File: config.mk
export PLATFORM = sky130hd
export DESIGN_NAME = serial_cmd_rx
export DESIGN_NICKNAME = d
export VERILOG_FILES = /design/src/rtl/serial_cmd_rx.sv
export SDC_FILE = /design/constraint.sdc
export NUM_CORES = 1
export LEC_CHECK = 0
export ABC_AREA = 1
export CORE_ASPECT_RATIO = 1.2
export CORE_UTILIZATION = 55
export CTS_CLUSTER_SIZE = 14
export DETAILED_ROUTE_END_ITERATION = 10
export GPL_TIMING_DRIVEN = 0
export MAX_ROUTING_LAYER = met4
export PLACE_DENSITY = 0.79
export SETUP_SLACK_MARGIN = 0.02
export SLEW_MARGIN = 15
export SYNTH_ARGS = -nofsm -noshare
export SYNTH_HDL_FRONTEND = slang
export SYNTH_SLANG_ARGS = --single-unit
File: constraint.sdc
create_clock -name clk -period 4.4 [get_ports clk]
set_clock_uncertainty 0.15 [all_clocks]
set_input_delay 0.66 -clock clk [delete_from_list [all_inputs] [get_ports clk]]
set_output_delay 0.66 -clock clk [all_outputs]
set_load 0.005 [all_outputs]
File: src/rtl/serial_cmd_rx.sv
// rtl/serial_cmd_rx.sv - 8N1 UART receiver with checksummed command-frame parser and config registers
module serial_cmd_rx #(
    parameter int CLK_FREQ     = 50_000_000,
    parameter int BAUD         = 115200,
    parameter int BIT_CNT      = CLK_FREQ / BAUD,
    parameter int HALF_CNT     = BIT_CNT / 2,
    parameter int TIMEOUT_CLKS = 500_000
) (
    input  logic        clk,
    input  logic        rst_n,
    input  logic        rs232_rx,
    output logic [25:0] time_set,
    output logic [8:0]  resolution,
    output logic        enable,
    output logic        serialsend_flag,
    output logic [7:0]  rx_byte,
    output logic        rx_byte_valid,
    output logic        cmd_valid,
    output logic        cmd_err
);
    localparam int CW = $clog2(BIT_CNT + 1);
    localparam int TW = $clog2(TIMEOUT_CLKS + 1);

    typedef enum logic [2:0] {R_IDLE, R_START, R_DATA, R_STOP, R_WAITHI} rx_state_t;
    typedef enum logic [2:0] {P_H0, P_H1, P_CMD, P_DATA, P_CHK} p_state_t;

    logic            sync1_q, rx_s_q;
    rx_state_t       rstate_q, rstate_d;
    logic [CW-1:0]   bcnt_q, bcnt_d;
    logic [2:0]      bidx_q, bidx_d;
    logic [7:0]      shift_q, shift_d;
    logic [7:0]      rx_byte_q, rx_byte_d;
    logic            rx_valid_q, rx_valid_d;
    logic            ferr_q, ferr_d;

    p_state_t        pstate_q, pstate_d;
    logic [7:0]      cmd_q, cmd_d;
    logic [7:0]      sum_q, sum_d;
    logic [31:0]     data_q, data_d;
    logic [1:0]      didx_q, didx_d;
    logic [TW-1:0]   tcnt_q, tcnt_d;
    logic [25:0]     time_set_q, time_set_d;
    logic [8:0]      resolution_q, resolution_d;
    logic            enable_q, enable_d;
    logic            ssf_q, ssf_d;
    logic            cmd_valid_q, cmd_valid_d;
    logic            cmd_err_q, cmd_err_d;
    logic            legal;
    logic            timeout;

    // Bit counter free-runs in every state; each state decides when to clear it.
    always_comb begin
        rstate_d   = rstate_q;
        bcnt_d     = bcnt_q + 1'b1;
        bidx_d     = bidx_q;
        shift_d    = shift_q;
        rx_byte_d  = rx_byte_q;
        rx_valid_d = 1'b0;
        ferr_d     = 1'b0;
        case (rstate_q)
            R_IDLE: begin
                bcnt_d = '0;
                if (!rx_s_q) rstate_d = R_START;
            end
            R_START: begin
                if (bcnt_q == CW'(HALF_CNT - 1)) begin
                    bcnt_d   = '0;
                    bidx_d   = '0;
                    rstate_d = rx_s_q ? R_IDLE : R_DATA;
                end
            end
            R_DATA: begin
                if (bcnt_q == CW'(BIT_CNT - 1)) begin
                    bcnt_d  = '0;
                    shift_d = {rx_s_q, shift_q[7:1]};
                    bidx_d  = bidx_q + 1'b1;
                    if (bidx_q == 3'd7) rstate_d = R_STOP;
                end
            end
            R_STOP: begin
                if (bcnt_q == CW'(BIT_CNT - 1)) begin
                    bcnt_d = '0;
                    if (rx_s_q) begin
                        rx_byte_d  = shift_q;
                        rx_valid_d = 1'b1;
                        rstate_d   = R_IDLE;
                    end else begin
                        ferr_d   = 1'b1;
                        rstate_d = R_WAITHI;
                    end
                end
            end
            R_WAITHI: begin
                bcnt_d = '0;
                if (rx_s_q) rstate_d = R_IDLE;
            end
            default: rstate_d = R_IDLE;
        endcase
    end

    always_comb begin
        case (cmd_q)
            8'h01:   legal = (data_q[31:26] == '0) && (data_q[25:0] != '0);
            8'h02:   legal = (data_q[31:9] == '0) && (data_q[8:0] != '0);
            8'h03,
            8'h04:   legal = (data_q[31:1] == '0);
            default: legal = 1'b0;
        endcase
    end

    always_comb begin
        pstate_d     = pstate_q;
        cmd_d        = cmd_q;
        sum_d        = sum_q;
        data_d       = data_q;
        didx_d       = didx_q;
        time_set_d   = time_set_q;
        resolution_d = resolution_q;
        enable_d     = enable_q;
        ssf_d        = ssf_q;
        cmd_valid_d  = 1'b0;
        cmd_err_d    = 1'b0;
        timeout      = (pstate_q != P_H0) && !rx_valid_q && (tcnt_q == TW'(TIMEOUT_CLKS - 1));
        tcnt_d       = (pstate_q == P_H0 || rx_valid_q) ? '0 : tcnt_q + 1'b1;

        // A coincident framing error and timeout share a single abort.
        if (pstate_q != P_H0 && (ferr_q || timeout)) begin
            cmd_err_d = 1'b1;
            pstate_d  = P_H0;
            tcnt_d    = '0;
        end else if (rx_valid_q) begin
            case (pstate_q)
                P_H0: if (rx_byte_q == 8'hAA) pstate_d = P_H1;
                P_H1: begin
                    if (rx_byte_q == 8'h55)      pstate_d = P_CMD;
                    else if (rx_byte_q != 8'hAA) pstate_d = P_H0;
                end
                P_CMD: begin
                    cmd_d    = rx_byte_q;
                    sum_d    = rx_byte_q;
                    didx_d   = '0;
                    pstate_d = P_DATA;
                end
                P_DATA: begin
                    data_d = {data_q[23:0], rx_byte_q};
                    sum_d  = sum_q + rx_byte_q;
                    didx_d = didx_q + 1'b1;
                    if (didx_q == 2'd3) pstate_d = P_CHK;
                end
                P_CHK: begin
                    pstate_d = P_H0;
                    if (rx_byte_q == sum_q && legal) begin
                        cmd_valid_d = 1'b1;
                        case (cmd_q)
                            8'h01:   time_set_d   = data_q[25:0];
                            8'h02:   resolution_d = data_q[8:0];
                            8'h03:   enable_d     = data_q[0];
                            default: ssf_d        = data_q[0];
                        endcase
                    end else begin
                        cmd_err_d = 1'b1;
                    end
                end
                default: pstate_d = P_H0;
            endcase
        end
    end

    always_ff @(posedge clk or negedge rst_n) begin
        if (!rst_n) begin
            sync1_q      <= 1'b1;
            rx_s_q       <= 1'b1;
            rstate_q     <= R_IDLE;
            bcnt_q       <= '0;
            bidx_q       <= '0;
            shift_q      <= '0;
            rx_byte_q    <= '0;
            rx_valid_q   <= 1'b0;
            ferr_q       <= 1'b0;
            pstate_q     <= P_H0;
            cmd_q        <= '0;
            sum_q        <= '0;
            data_q       <= '0;
            didx_q       <= '0;
            tcnt_q       <= '0;
            time_set_q   <= 26'd22000;
            resolution_q <= 9'd10;
            enable_q     <= 1'b1;
            ssf_q        <= 1'b1;
            cmd_valid_q  <= 1'b0;
            cmd_err_q    <= 1'b0;
        end else begin
            sync1_q      <= rs232_rx;
            rx_s_q       <= sync1_q;
            rstate_q     <= rstate_d;
            bcnt_q       <= bcnt_d;
            bidx_q       <= bidx_d;
            shift_q      <= shift_d;
            rx_byte_q    <= rx_byte_d;
            rx_valid_q   <= rx_valid_d;
            ferr_q       <= ferr_d;
            pstate_q     <= pstate_d;
            cmd_q        <= cmd_d;
            sum_q        <= sum_d;
            data_q       <= data_d;
            didx_q       <= didx_d;
            tcnt_q       <= tcnt_d;
            time_set_q   <= time_set_d;
            resolution_q <= resolution_d;
            enable_q     <= enable_d;
            ssf_q        <= ssf_d;
            cmd_valid_q  <= cmd_valid_d;
            cmd_err_q    <= cmd_err_d;
        end
    end

    assign time_set        = time_set_q;
    assign resolution      = resolution_q;
    assign enable          = enable_q;
    assign serialsend_flag = ssf_q;
    assign rx_byte         = rx_byte_q;
    assign rx_byte_valid   = rx_valid_q;
    assign cmd_valid       = cmd_valid_q;
    assign cmd_err         = cmd_err_q;
endmodule
==> flow_summary.json, run 1 <==
{
  "seqCellArea_um2": 3670,
  "r2r-start": "rx_byte[2]",
  "die_x_um": 106,
  "power.total_w": 0.00287,
  "track_usage_pct": 25.7,
  "grt_max_degree": 77,
  "ctsResizeCount": 0,
  "dp_hpwl_um": 10900,
  "core_area_um2": 12700,
  "status": "finished clean",
  "die-area_um2": 13400,
  "power.density_nw_per_um2": 337,
  "clockBufferDepth": 2,
  "syn_inst": 886,
  "path_cells": "ha_1 -> or2_0 -> nor2_1 -> nand3_1 -> a21oi_2 -> nand2_4 -> nor2_8 -> nand3_4 -> buf_6 -> nand2_1 -> nand2_1",
  "post-route-min-period_ns": 2.51,
  "dp_slack_ns": 1.90,
  "nets": 974,
  "clk_latency_ns": 0.42,
  "wl_per_cell_um": 13.6,
  "critPathSlowestCell": "dfrtp_1",
  "grt_pass1_wl_um": 26700,
  "crit_type": "reg2reg",
  "mostFrequentLayoutCells": "nand2_1 (262), dfrtp_1 (132), nor2_1 (99)",
  "placementRows": 45,
  "cts_setup_buffers": 0,
  "die-height_um": 127,
  "critPathArrivalTime_ns": 2.67,
  "overflow": 0,
  "crit_top_cell": "nand2_1",
  "fmax_ghz": 0.399,
  "syn_avg_cell_area_um2": 8.06,
  "routed_via_density": 5.38,
  "ff2ff_path_depth": 11,
  "h-tree-depth": 4,
  "hold_class": "in2async",
  "ios": 51,
  "leakage_nw": 4.18,
  "syn_area_um2": 7140,
  "setup_slack_ns": 1.89,
  "cts_made_buffers": 17,
  "io_buffers": 50,
  "required_ns": 4.56,
  "worst_pin_slew_ns": 0.557,
  "synth_nets": 904,
  "max_cap_violations": 0,
  "critPathTopFamily": "simple AND/OR/NAND/NOR gates",
  "final_max_slew_viol_count": 0,
  "synth-edff-count": 0,
  "place.gp.congestion": 0.904,
  "drc": 0,
  "wirelength_um": 15400,
  "antenna_found_initial": 0,
  "ys_seq_area_share_pct": 51.4,
  "reg2reg_slack_ns": 1.89,
  "grt_pass1_vias": 5891,
  "cts.sinks": 146,
  "final_common_cell": "nand2_1",
  "cp_max_fo": 10,
  "synth_ff_type": "dfrtp_1",
  "yosysUniqueCellTypes": 42,
  "multi_input_comb_area_um2": 2960,
  "max_stage_delay_ns": 0.41,
  "clkTransAtPathRegs_ns": 0.06,
  "ant_nets": 0,
  "rsz0062_at_grt": "false",
  "hold_buffers": 0,
  "ys_seq_elements": 146,
  "crit_path_end_kind": "register",
  "drtIter0Drc": 336,
  "setup_viol": 0,
  "fin_crit_sh_pct": 57.0,
  "r2r_end": "time_set[22]",
  "cts_tree": "yes",
  "diodes": 0,
  "start_kind": "register",
  "vias": 6095,
  "nFillCells": 1056,
  "hold_viol_final": 0,
  "clockRootBuffer": "clkbuf_16",
  "initial_core_util_pct": 56.4,
  "synth_warnings": 0,
  "areaGrowthSynthToFinish_pct": 19.0,
  "hold_slack_ns": 0.0340,
  "cp_num_buf_inv": 1,
  "first_pass_iters": 7,
  "synth_async_sr_flop_share_pct": 100,
  "tns_ns": 0,
  "final_layout_size_suffix_gt1_share_pct": 8.77,
  "relSlewSlack_pct": 62.9,
  "ir_worst_vdd_v": 0.000249
}
[per-stage QoR]
step	instances	utilization, %	area (um2)
after floorplan	886	-	7140
after global routing	1133	67.1	8500
after detailed placement	1101	62.2	7880
after CTS	1133	67.1	8500
after global placement	1100	61.9	7850
final	1133	67.1	8500
[synthesized netlist by cell type (4+ instances only)]
| cell | number | area (um2) |
|---|---|---|
| nand3_1 | 42 | 210 |
| nand3_2 | 4 | 40.0 |
| nand2_1 | 262 | 983 |
| dfrtp_1 | 132 | 3300 |
| clkbuf_1 | 9 | 33.8 |
| inv_2 | 6 | 22.5 |
| buf_2 | 5 | 25.0 |
| xor2_1 | 6 | 52.6 |
| nor2_1 | 99 | 372 |
| o21ai_0 | 57 | 285 |
| nand4_1 | 49 | 307 |
| o21ai_1 | 16 | 80.1 |
| a21oi_1 | 16 | 80.1 |
| nor3_1 | 17 | 85.1 |
| inv_1 | 94 | 353 |
| nor2_2 | 5 | 31.3 |
| ha_1 | 14 | 175 |
| dfstp_2 | 14 | 368 |
| buf_4 | 6 | 45.0 |
[how the worst max path moves through the flow]
stage / from / endpoint / slack (ns) / cells after the start
2_1_floorplan: rx_byte[2] / time_set[11] / 2.26 / 11
3_3_place_gp: rst_n / shift_q[0] / -3.16 / 1
3_5_place_dp: rx_byte[2] / time_set[16] / 1.90 / 11
4_1_cts: rx_byte[2] / time_set[16] / 1.89 / 11
5_1_grt: rx_byte[2] / time_set[20] / 1.72 / 11
6_report: rx_byte[2] / time_set[22] / 1.89 / 11
[layer usage]
layer / vias to the layer above / global-route usage, % / wire length (um) / share of wire, %
met3: 31 / 4.88 / 658 / 4.3
met1: 2892 / 30.6 / 6520 / 42
met4: 0 / 11.3 / 335 / 2.2
met2: 156 / 42.7 / 7870 / 51
li1: 3016 / - / - / -
met5: - / - / 0 / 0
[sequential cells by signal (all words and copies together), names as in the netlist, 2 cells and up]
| name | flops |
|---|---|
| bcnt_q | 9 |
| bidx_q | 3 |
| cmd_q | 8 |
| data_q | 32 |
| didx_q | 2 |
| pstate_q | 3 |
| resolution | 9 |
| rstate_q | 3 |
| rx_byte | 8 |
| shift_q | 8 |
| sum_q | 8 |
| tcnt_q | 19 |
| time_set | 26 |
[power by group]
part           internal, W  total (W)  switching [W]
Sequential         0.00135    0.00135    0.000000475
Clock             0.000939    0.00149       0.000552
Combinational   0.00000483  0.0000298      0.0000250
[cell families after synthesis]
group,count (synthesis),synth area share (%)
xor gates and xnor gates,8,0.981
AOI/OAI and AO/OA,101,7.59
adders and majority gates,15,2.73
and+or+nand+nor,492,30.2
buffers and inverters,124,7.13
DFF,146,51.4
[area by class of cell]
| cell class | count | share of cell area [%] |
|---|---|---|
| Tap cell | 164 | 2.41 |
| Sequential cell | 146 | 43.2 |
| Buffer | 23 | 1.53 |
| Clock buffer | 21 | 5.54 |
| Timing Repair Buffer | 51 | 6.27 |
| Multi-Input combinational cell | 616 | 34.8 |
| Inverter | 101 | 4.46 |
| Clock inverter | 11 | 1.77 |
Note: power is estimated with default switching activity, not from simulation.
==> run 2: changes to the inputs <==
CORE_UTILIZATION = 53   (was 55)
PLACE_DENSITY = 0.8   (was 0.79)
clock period = 2.3 ns   (was 4.4 ns; I/O delays follow)
==> run 2 against run 1 <==
Effect of this change: sequential power is 90% higher; clock power grew 110%; core utilization rose by 0.43 points; non-clock buffer count rose by 20; sequential cell count stayed put; combinational power up 100%; count of clock-buffer cells in the layout decreased by 2; hold slack gained 0.16 ns; die area up 3.7%; sequential share of layout area down 1.8 points; first-iteration DRC count up 26%; critical path depth is the same.
==> flow_summary.json, run 2 (same netlist as run 1, synthesis figures left out) <==
{
  "diodes": 0,
  "final_max_slew_viol_count": 0,
  "placementRows": 46,
  "critPathTopFamily": "simple AND/OR/NAND/NOR gates",
  "post-route-min-period_ns": 2.27,
  "power_frac_comb_pct": 1.0,
  "routed_via_density": 5.41,
  "fin_util_pct": 67.5,
  "cts_made_buffers": 17,
  "pwr-share-clk_pct": 54.5,
  "die-area_um2": 13900,
  "hold_class": "in2reg",
  "clockRootBuffer": "clkbuf_16",
  "multi_input_comb_area_um2": 3130,
  "wirelength_um": 16800,
  "initial_core_util_pct": 54.2,
  "status": "finished clean",
  "required_ns": 2.46,
  "grt_max_degree": 81,
  "crit_start": "sum_q[2]",
  "rsz0062_at_grt": "true",
  "power.total_w": 0.00579,
  "place_area_um2": 7880,
  "die_x_um": 108,
  "relSlewSlack_pct": 65.7,
  "core_area_um2": 13200,
  "ir_worst_vdd_v": 0.000421,
  "worstHoldStart": "rs232_rx",
  "seqCellArea_um2": 3680,
  "nFillCells": 1015,
  "clk_latency_ns": 0.42,
  "r2r-start": "sum_q[2]",
  "final_area_um2": 8900,
  "setup_slack_ns": 0.0272,
  "cts_tree": "yes",
  "dp_slack_ns": -0.310,
  "p_int_w": 0.00465,
  "start_kind": "register",
  "p_switching_w": 0.00114,
  "seqPwrFrac_pct": 44.4,
  "critPathSlowestCell": "dfrtp_1",
  "cp_max_fo": 8,
  "drc": 0,
  "mostFrequentLayoutCells": "nand2_1 (245), dfrtp_1 (125), nor2_1 (96)",
  "hold_viol_final": 0,
  "cp_num_buf_inv": 1,
  "max_cap_violations": 0,
  "setup_viol": 0,
  "leakage_nw": 4.30,
  "clockBufferDepth": 2,
  "track_usage_pct": 26.1,
  "power.density_nw_per_um2": 651,
  "ant_nets": 0,
  "crit_top_cell": "nand2_1",
  "final_common_cell": "nand2_1",
  "antenna_found_initial": 0,
  "crit_type": "reg2reg",
  "fmax_ghz": 0.440,
  "tns_ns": 0,
  "max_stage_delay_ns": 0.41,
  "path_cells": "ha_4 -> or2_1 -> nor2_2 -> nand3_2 -> a21oi_2 -> nand2_4 -> nor2_8 -> nand3_4 -> buf_4 -> nand2_1 -> nand2_1",
  "clkTransAtPathRegs_ns": 0.06,
  "fin_crit_sh_pct": 98.8,
  "grt_pass1_vias": 6062,
  "dp_hpwl_um": 11200,
  "worst_pin_slew_ns": 0.514,
  "place.gp.congestion": 0.943,
  "critPathArrivalTime_ns": 2.43,
  "drtIter0Drc": 423,
  "first_pass_iters": 6,
  "vias": 6260,
  "final_layout_size_suffix_gt1_share_pct": 14.8,
  "overflow": 0,
  "die-height_um": 129,
  "largest_reg_flops": 32,
  "io_buffers": 50,
  "nets": 994,
  "swShare_pct": 19.7,
  "cts.sinks": 146,
  "regMostFlops": "data_q",
  "h-tree-depth": 4,
  "areaGrowthSynthToFinish_pct": 24.6,
  "grt_pass1_wl_um": 27700,
  "ios": 51,
  "wl_per_cell_um": 14.5,
  "crit_path_end_kind": "register"
}
-- run 2: cell count changes in the layout (fill, tap and decap cells not counted), sizes merged --
cell / before / now
buf: 16 / 34
dlygate4sd3: 0 / 1
bufinv: 3 / 6
clkinvlp: 2 / 3
inv: 102 / 100
clkbuf: 30 / 29
-- run 2: final timing paths --
check	cells past startpoint	slack, ns	to
min reg2reg	0	0.21	rx_s_q
min in group asynchronous	2	0.31	time_set[24]
max reg2reg	11	0.03	time_set[0]
max in group asynchronous	3	0.90	sync1_q
min	1	0.19	sync1_q
max	11	0.03	time_set[0]
-- run 2: power by group through the flow --
stage	registers [W]	clock network, W	logic [W]
detailed placement	0.00262	0	0.0000632
floorplan	0.00262	0	0.00000124
global route	0.00257	0.00329	0.0000723
finish	0.00257	0.00316	0.0000604
CTS	0.00257	0.00318	0.0000648
global placement	0.00262	0	0.0000545
-- run 2: timing repair --
action                                  in CTS  in global routing
pin swaps                                    2                 12
hold endpoints to repair                    54                  0
resized for setup                           19                 36
cloned                                       0                  2
buffers inserted                             8                 10
hold buffers                                 1                  0
endpoints found under the setup margin      35                 83
-- run 2: worst register-to-register path, cell delays in order (launching register included) --
cell and delay (ns):
dfrtp_1 0.41, ha_4 0.28, or2_1 0.24, nor2_2 0.10, nand3_2 0.09, a21oi_2 0.17
nand2_4 0.09, nor2_8 0.17, nand3_4 0.17, buf_4 0.18, nand2_1 0.05, nand2_1 0.05
-- run 2: stage by stage --
| stage | hold WS (ns) | std cells |
|---|---|---|
| floorplan | -0.101 | 886 |
| global placement | 0.198 | 1104 |
| CTS | 0.189 | 1146 |
| finish | 0.191 | 1157 |
| global route | 0.181 | 1157 |
| detailed placement | 0.181 | 1105 |
-- run 2: metal layers --
layer / part of all wire (%) / up-vias / track usage [%]
met5: 0 / - / -
met4: 2.5 / 0 / 11.6
met3: 3.8 / 41 / 4.93
met2: 51 / 171 / 43.3
met1: 43 / 2991 / 30.9
li1: - / 3057 / -
-- run 2: area by class of cell --
class	count	area share, %
Inverter	101	4.30
Clock inverter	13	2.60
Sequential cell	146	41.3
Clock buffer	19	4.98
Multi-Input combinational cell	616	35.1
Buffer	22	1.45
Timing Repair Buffer	72	7.84
Tap cell	168	2.36
